$ cat config.mk
export PLATFORM = sky130hd
export DESIGN_NAME = exec_muldiv_unit
export DESIGN_NICKNAME = d
export VERILOG_FILES = /design/src/rtl/exec_muldiv_unit.sv
export SDC_FILE = /design/constraint.sdc
export NUM_CORES = 1
export LEC_CHECK = 0
export ABC_AREA = 1
export CORE_MARGIN = 4
export CORE_UTILIZATION = 49
export DETAILED_ROUTE_END_ITERATION = 7
export GPL_TIMING_DRIVEN = 0
export PLACE_DENSITY = 0.75
export SLEW_MARGIN = 20
export SYNTH_ARGS = -nofsm -noshare
export SYNTH_HDL_FRONTEND = slang
export SYNTH_SLANG_ARGS = --single-unit
$ cat constraint.sdc
create_clock -name clk -period 3.12 [get_ports clk]
set_input_delay 0.468 -clock clk [delete_from_list [all_inputs] [get_ports clk]]
set_output_delay 0.468 -clock clk [all_outputs]
set_load 0.02 [all_outputs]
$ cat src/rtl/exec_muldiv_unit.sv
// Iterative MULT/MULTU/DIV/DIVU unit for the execute stage.
// Shift-add multiply / restoring divide, one bit per cycle, then a sign-fix
// cycle that writes the architectural HI/LO registers and pulses done.
`timescale 1ns/1ps
module exec_muldiv_unit #(
  parameter int DATA_WIDTH      = 32,
  parameter int FREE_LIST_WIDTH = 3
) (
  input  logic                       clk,
  input  logic                       rst_n,
  input  logic                       flush,
  input  logic                       start,
  input  logic [1:0]                 op,
  input  logic [DATA_WIDTH-1:0]      rs_in,
  input  logic [DATA_WIDTH-1:0]      rt_in,
  input  logic [FREE_LIST_WIDTH-1:0] tag_in,
  input  logic                       hi_we,
  input  logic                       lo_we,
  input  logic [DATA_WIDTH-1:0]      wdata,
  output logic                       busy,
  output logic                       stall_req,
  output logic                       done,
  output logic [FREE_LIST_WIDTH-1:0] tag_out,
  output logic [DATA_WIDTH-1:0]      hi_out,
  output logic [DATA_WIDTH-1:0]      lo_out
);
  localparam int DW = DATA_WIDTH;
  localparam int CW = $clog2(DATA_WIDTH);

  typedef enum logic [1:0] {IDLE, CALC, FIX} state_t;

  state_t                     state_q, state_d;
  logic [1:0]                 op_q, op_d;
  logic [FREE_LIST_WIDTH-1:0] tag_q, tag_d, tag_out_q, tag_out_d;
  logic [CW-1:0]              cnt_q, cnt_d;
  logic [DW-1:0]              acc_hi_q, acc_hi_d;   // partial product / remainder
  logic [DW-1:0]              acc_lo_q, acc_lo_d;   // multiplier / quotient
  logic [DW-1:0]              mcand_q, mcand_d;     // multiplicand / divisor magnitude
  logic                       sa_q, sa_d, sb_q, sb_d;
  logic [DW-1:0]              hi_q, hi_d, lo_q, lo_d;
  logic                       done_q, done_d;

  // op[0]==0 selects the signed variants; signs are only recorded for those
  logic          is_signed;
  logic [DW-1:0] rs_mag, rt_mag;
  assign is_signed = ~op[0];
  assign rs_mag    = (is_signed & rs_in[DW-1]) ? -rs_in : rs_in;
  assign rt_mag    = (is_signed & rt_in[DW-1]) ? -rt_in : rt_in;

  // multiply step: conditionally add, then shift {carry,hi,lo} right by one
  logic [DW:0] mul_sum;
  assign mul_sum = {1'b0, acc_hi_q} + {1'b0, (acc_lo_q[0] ? mcand_q : '0)};

  // divide step: shift in next dividend bit, subtract divisor if it fits
  logic [DW:0]   div_shift;
  logic [DW-1:0] div_sub;
  logic          div_ge;
  assign div_shift = {acc_hi_q, acc_lo_q[DW-1]};
  assign div_sub   = div_shift[DW-1:0] - mcand_q;
  assign div_ge    = (div_shift >= {1'b0, mcand_q});

  // sign correction applied in FIX; unsigned ops carry zero sign flags
  logic [2*DW-1:0] prod, mul_res;
  logic [DW-1:0]   quo, rem;
  logic            neg_res;
  assign neg_res = sa_q ^ sb_q;
  assign prod    = {acc_hi_q, acc_lo_q};
  assign mul_res = neg_res ? -prod : prod;
  // divide by zero: all-ones quotient; remainder naturally ends as the dividend
  assign quo     = (mcand_q == '0) ? '1 : (neg_res ? -acc_lo_q : acc_lo_q);
  assign rem     = sa_q ? -acc_hi_q : acc_hi_q;

  // next-state: FSM, iteration datapath and HI/LO writes
  always_comb begin
    state_d   = state_q;
    op_d      = op_q;
    tag_d     = tag_q;
    tag_out_d = tag_out_q;
    cnt_d     = cnt_q;
    acc_hi_d  = acc_hi_q;
    acc_lo_d  = acc_lo_q;
    mcand_d   = mcand_q;
    sa_d      = sa_q;
    sb_d      = sb_q;
    hi_d      = hi_q;
    lo_d      = lo_q;
    done_d    = 1'b0;
    case (state_q)
      IDLE: begin
        if (hi_we) hi_d = wdata;
        if (lo_we) lo_d = wdata;
        if (start && !flush) begin
          state_d  = CALC;
          op_d     = op;
          tag_d    = tag_in;
          cnt_d    = '0;
          sa_d     = is_signed & rs_in[DW-1];
          sb_d     = is_signed & rt_in[DW-1];
          acc_hi_d = '0;
          if (op[1]) begin
            acc_lo_d = rs_mag;
            mcand_d  = rt_mag;
          end else begin
            acc_lo_d = rt_mag;
            mcand_d  = rs_mag;
          end
        end
      end
      CALC: begin
        if (flush) begin
          state_d = IDLE;
        end else begin
          cnt_d = cnt_q + CW'(1);
          if (op_q[1]) begin
            acc_hi_d = div_ge ? div_sub : div_shift[DW-1:0];
            acc_lo_d = {acc_lo_q[DW-2:0], div_ge};
          end else begin
            acc_hi_d = mul_sum[DW:1];
            acc_lo_d = {mul_sum[0], acc_lo_q[DW-1:1]};
          end
          if (cnt_q == CW'(DW-1)) state_d = FIX;
        end
      end
      FIX: begin
        state_d = IDLE;
        if (!flush) begin
          done_d    = 1'b1;
          tag_out_d = tag_q;
          if (op_q[1]) begin
            hi_d = rem;
            lo_d = quo;
          end else begin
            hi_d = mul_res[2*DW-1:DW];
            lo_d = mul_res[DW-1:0];
          end
        end
      end
      default: state_d = IDLE;
    endcase
  end

  // state and datapath registers
  always_ff @(posedge clk or negedge rst_n) begin
    if (!rst_n) begin
      state_q   <= IDLE;
      op_q      <= '0;
      tag_q     <= '0;
      tag_out_q <= '0;
      cnt_q     <= '0;
      acc_hi_q  <= '0;
      acc_lo_q  <= '0;
      mcand_q   <= '0;
      sa_q      <= 1'b0;
      sb_q      <= 1'b0;
      hi_q      <= '0;
      lo_q      <= '0;
      done_q    <= 1'b0;
    end else begin
      state_q   <= state_d;
      op_q      <= op_d;
      tag_q     <= tag_d;
      tag_out_q <= tag_out_d;
      cnt_q     <= cnt_d;
      acc_hi_q  <= acc_hi_d;
      acc_lo_q  <= acc_lo_d;
      mcand_q   <= mcand_d;
      sa_q      <= sa_d;
      sb_q      <= sb_d;
      hi_q      <= hi_d;
      lo_q      <= lo_d;
      done_q    <= done_d;
    end
  end

  assign busy      = (state_q != IDLE);
  // stall in the same cycle start is presented so upstream holds immediately
  assign stall_req = busy | (start & ~flush & (state_q == IDLE));
  assign done      = done_q;
  assign tag_out   = tag_out_q;
  assign hi_out    = hi_q;
  assign lo_out    = lo_q;
endmodule

==> impl_metrics.toml <==
[route]
via_count = 23500
first_pass_iters = 7
wl_um = 86500
viasPerCell = 5.93
detail_route.wl_per_cell_um = 21.8
first_iter_violations = 3569
ant_nets = 0
drc_errors = 0

[run]
drv_cap = 0

[power_and_ir_drop]
p_int_mw = 9.65
p_comb_share_pct = 69.9
total_power_mw = 23.5
p_per_area_nw_per_um2 = 1080
pwr-share-seq_pct = 20.4
leakage_nw = 10.7
swShare_pct = 58.9
p_sw_mw = 13.8
ir_worst_vdd_mv = 0.625
clockPowerShare_pct = 9.7

[die]
rows = 71
boundaryPins = 177
core-area_um2 = 37700
initial_core_util_pct = 49.6
dieArea_um2 = 41300
die_x_um = 203
die_h_um = 203

[setup_path]
crit_slowest_cell = "clkbuf_1"
critPathMaxFanout = 10
worst_path_most_repeated_cell = "clkbuf_1"
required_ns = 3.49
cp_data_arrival_time_ns = 3.46
r2r_cells = 7
path_delay_family = "buffers and inverters"
setup.worst_path.end = "acc_hi_q[1]$_DFFE_PN0P_"
crit_path_start_kind = "register"
cp.depth = 7
startpoint = "op_q[1]$_DFFE_PN0P_"
path_cells = "inv_2, buf_2, clkbuf_1, clkbuf_1, o21ai_0, nand3_1, nand2_1"
r2r-start = "op_q[1]$_DFFE_PN0P_"
crit_buf_inv = 4
slowest_delay_ns = 0.76
end_kind = "register"
r2r_slack_ns = 0.03
crit_type = "register to register"
r2r-end = "acc_hi_q[1]$_DFFE_PN0P_"

[timing]
final_max_slew_viol_count = 0
fin_hold_ws_ns = 0.0108
fin_crit_sh_pct = 99.0
timing.fmax_mhz = 324
fin_skew_ns = 0.0206
slew_headroom_pct = 35.9
layout_min_cycle_time_ns = 3.09
hold_viol = 0
rsz0062_at_grt = "no"
setup_viol = 0
layout_setup_ws_ns = 0.0318
tightest_slew_ns = 0.961

[global_route]
grt_pass1_vias = 21700
grt_antenna_before_repair = 0
grt_overflow = 0
grt_use_total_pct = 40.4
grt_start_max_net_pins = 94
grt_pass1_wl_um = 127000

[layout]
multi_input_area_um2 = 12200
design_area_um2 = 21800
syn2layout_area_growth_pct = 16.6
fin_util_pct = 57.8
drive_above_1_share_pct = 4.29
regArea_um2 = 4440
num-nets-final = 3619
nFillCells = 3953

[place]
dpl_cell_area_um2 = 21100
gp_congestion = 1.08
hpwlAfterDp_um = 71300
port_buffers = 176
pre_cts_ws_ns = -0.476

[clock_tree]
clock_latency_ns = 0.48
cts-root-buf = "clkbuf_16"
cts_hold_buffers = 0
htree_levels = 4
cts_tree = "done"
cts.path.max_buffers = 2
clock-sinks = 177
postCtsSetupBuffers = 0
clk_pin_slew_ns = 0.08
cts_buffers = 17

[logic_synthesis]
synth_top_area_cell = "dfrtp_1"
yosysUniqueCellTypes = 51
ys_async_sr_fraction_pct = 100
synth_flop_cell = "dfrtp_1"
netlist_area_um2 = 18700
syn_avg_cell_area_um2 = 5.76
netlist.area_leader.share_pct = 23.7
seq_area_frac_synth_pct = 23.7
syn-instance-count = 3244
synth-edff-count = 0
synthesis.nets = 3423
ys_warn_count = 0
synth.area.top_cells = "dfrtp_1 24%, nand2_1 18%, nor2_1 9.8%, nand3_1 9.2%, inv_1 8.4%"
synth-seq-cells = 177

[hold_path]
hp-class = "input port to async pin"

[outcome]
status = "finished clean"
[through the flow]
stage | cells | setup TNS (ns)
6_report | 3965 | 0
3_5_place_dp | 3932 | -3.68
4_1_cts | 3964 | 0
3_3_place_gp | 3931 | -1003.66
2_1_floorplan | 3244 | 0
5_1_grt | 3964 | 0
[timing repair]
| action | 4_1_cts | 5_1_grt |
|---|---|---|
| cloned | 0 | 0 |
| setup endpoints to repair | 13 | 22 |
| resized for setup | 7 | 23 |
[per-layer routing]
layer  track usage, %  routed length (µm)  vias to the layer above
met5                0                   0                        -
met4             20.1                4900                        0
met3             10.4               11000                      270
met2             60.9               36600                     1518
met1             53.8               34000                    10800
li1                 -                   -                    10900
[layout by cell type, fill, tap and decap left out, types with 8 or more instances in the layout]
master,n
nand3_1,343
nor3_1,30
a21oi_1,209
o211ai_1,24
nand2_2,9
buf_1,12
nand3b_1,18
buf_4,8
o21ai_1,17
clkbuf_16,17
o21ai_0,173
clkbuf_1,48
nand4_1,75
nor2_1,488
o221ai_1,17
buf_2,31
clkdlybuf4s50_1,175
a22oi_1,9
nand2_1,915
xnor2_1,14
nor2_2,15
inv_1,418
ha_1,69
inv_2,12
dfrtp_1,172
a31oi_1,19
xor2_1,31
[logic make-up (layout without fill, tap and decap cells)]
group | after synthesis | after routing | synth area share, %
flip-flops | 177 | 177 | 23.7
XOR/XNOR | 45 | 45 | 2.11
AO/OA/AOI/OAI | 494 | 494 | 14.5
buffers and inverters | 537 | 746 | 11.3
AND/OR/NAND/NOR | 1919 | 1919 | 43.4
other | 0 | 1 | 0
adder cells (fa/ha/maj) | 72 | 72 | 4.90
[how the worst min path moves through the flow]
stage / end / slack [ns]
5_1_grt: lo_out[10]$_DFFE_PN0P_ / 0.07
3_5_place_dp: lo_out[1]$_DFFE_PN0P_ / 0.47
4_1_cts: lo_out[10]$_DFFE_PN0P_ / 0.04
2_1_floorplan: acc_hi_q[0]$_DFFE_PN0P_ / 0.17
3_3_place_gp: lo_out[1]$_DFFE_PN0P_ / 0.47
6_report: lo_out[10]$_DFFE_PN0P_ / 0.01
[cell type report]
type	count	area share (%)
Sequential cell	177	20.4
Clock inverter	14	0.833
Buffer	106	2.32
Antenna cell	1	0.0115
Tap cell	511	2.94
Clock buffer	18	1.97
Inverter	431	7.44
Timing Repair Buffer	177	8.24
Multi-Input combinational cell	2530	55.9
[registers in the layout, summed over array words and instances, names as in the netlist, 3 cells and up]
name and cells:
mcand_q 32, cnt_q 5, lo_out 32, tag_out 3, acc_hi_q 32, tag_q 3
hi_out 32, acc_lo_q 32
[Yosys cell counts (2+ instances only)]
library cell,instances
a21o_1,6
a21oi_1,209
a21oi_2,3
a22o_1,2
a22oi_1,9
a31oi_1,19
and2_1,2
buf_1,12
buf_2,32
buf_4,7
buf_8,2
clkbuf_1,51
dfrtp_1,177
fa_1,2
ha_1,70
inv_1,418
inv_2,12
nand2_1,916
nand2_2,8
nand2_4,2
nand3_1,343
nand3_2,2
nand3b_1,18
nand4_1,75
nor2_1,489
nor2_2,14
nor2_4,4
nor3_1,30
nor3_2,2
nor4_1,3
o211ai_1,24
o21ai_0,179
o21ai_1,13
o21bai_1,6
o221ai_1,17
o22ai_1,2
or2_0,2
or2_2,6
xnor2_1,14
xor2_1,31
[power groups by stage]
stage,logic [mW],clock network [mW],registers (mW)
CTS,15.8,2.27,4.66
detailed placement,15.7,0,4.70
global route,17.7,2.36,4.82
global placement,15.5,0,4.66
finish,16.4,2.28,4.78
floorplan,9.91,0,4.61
Note: power is estimated with default switching activity, not from simulation.
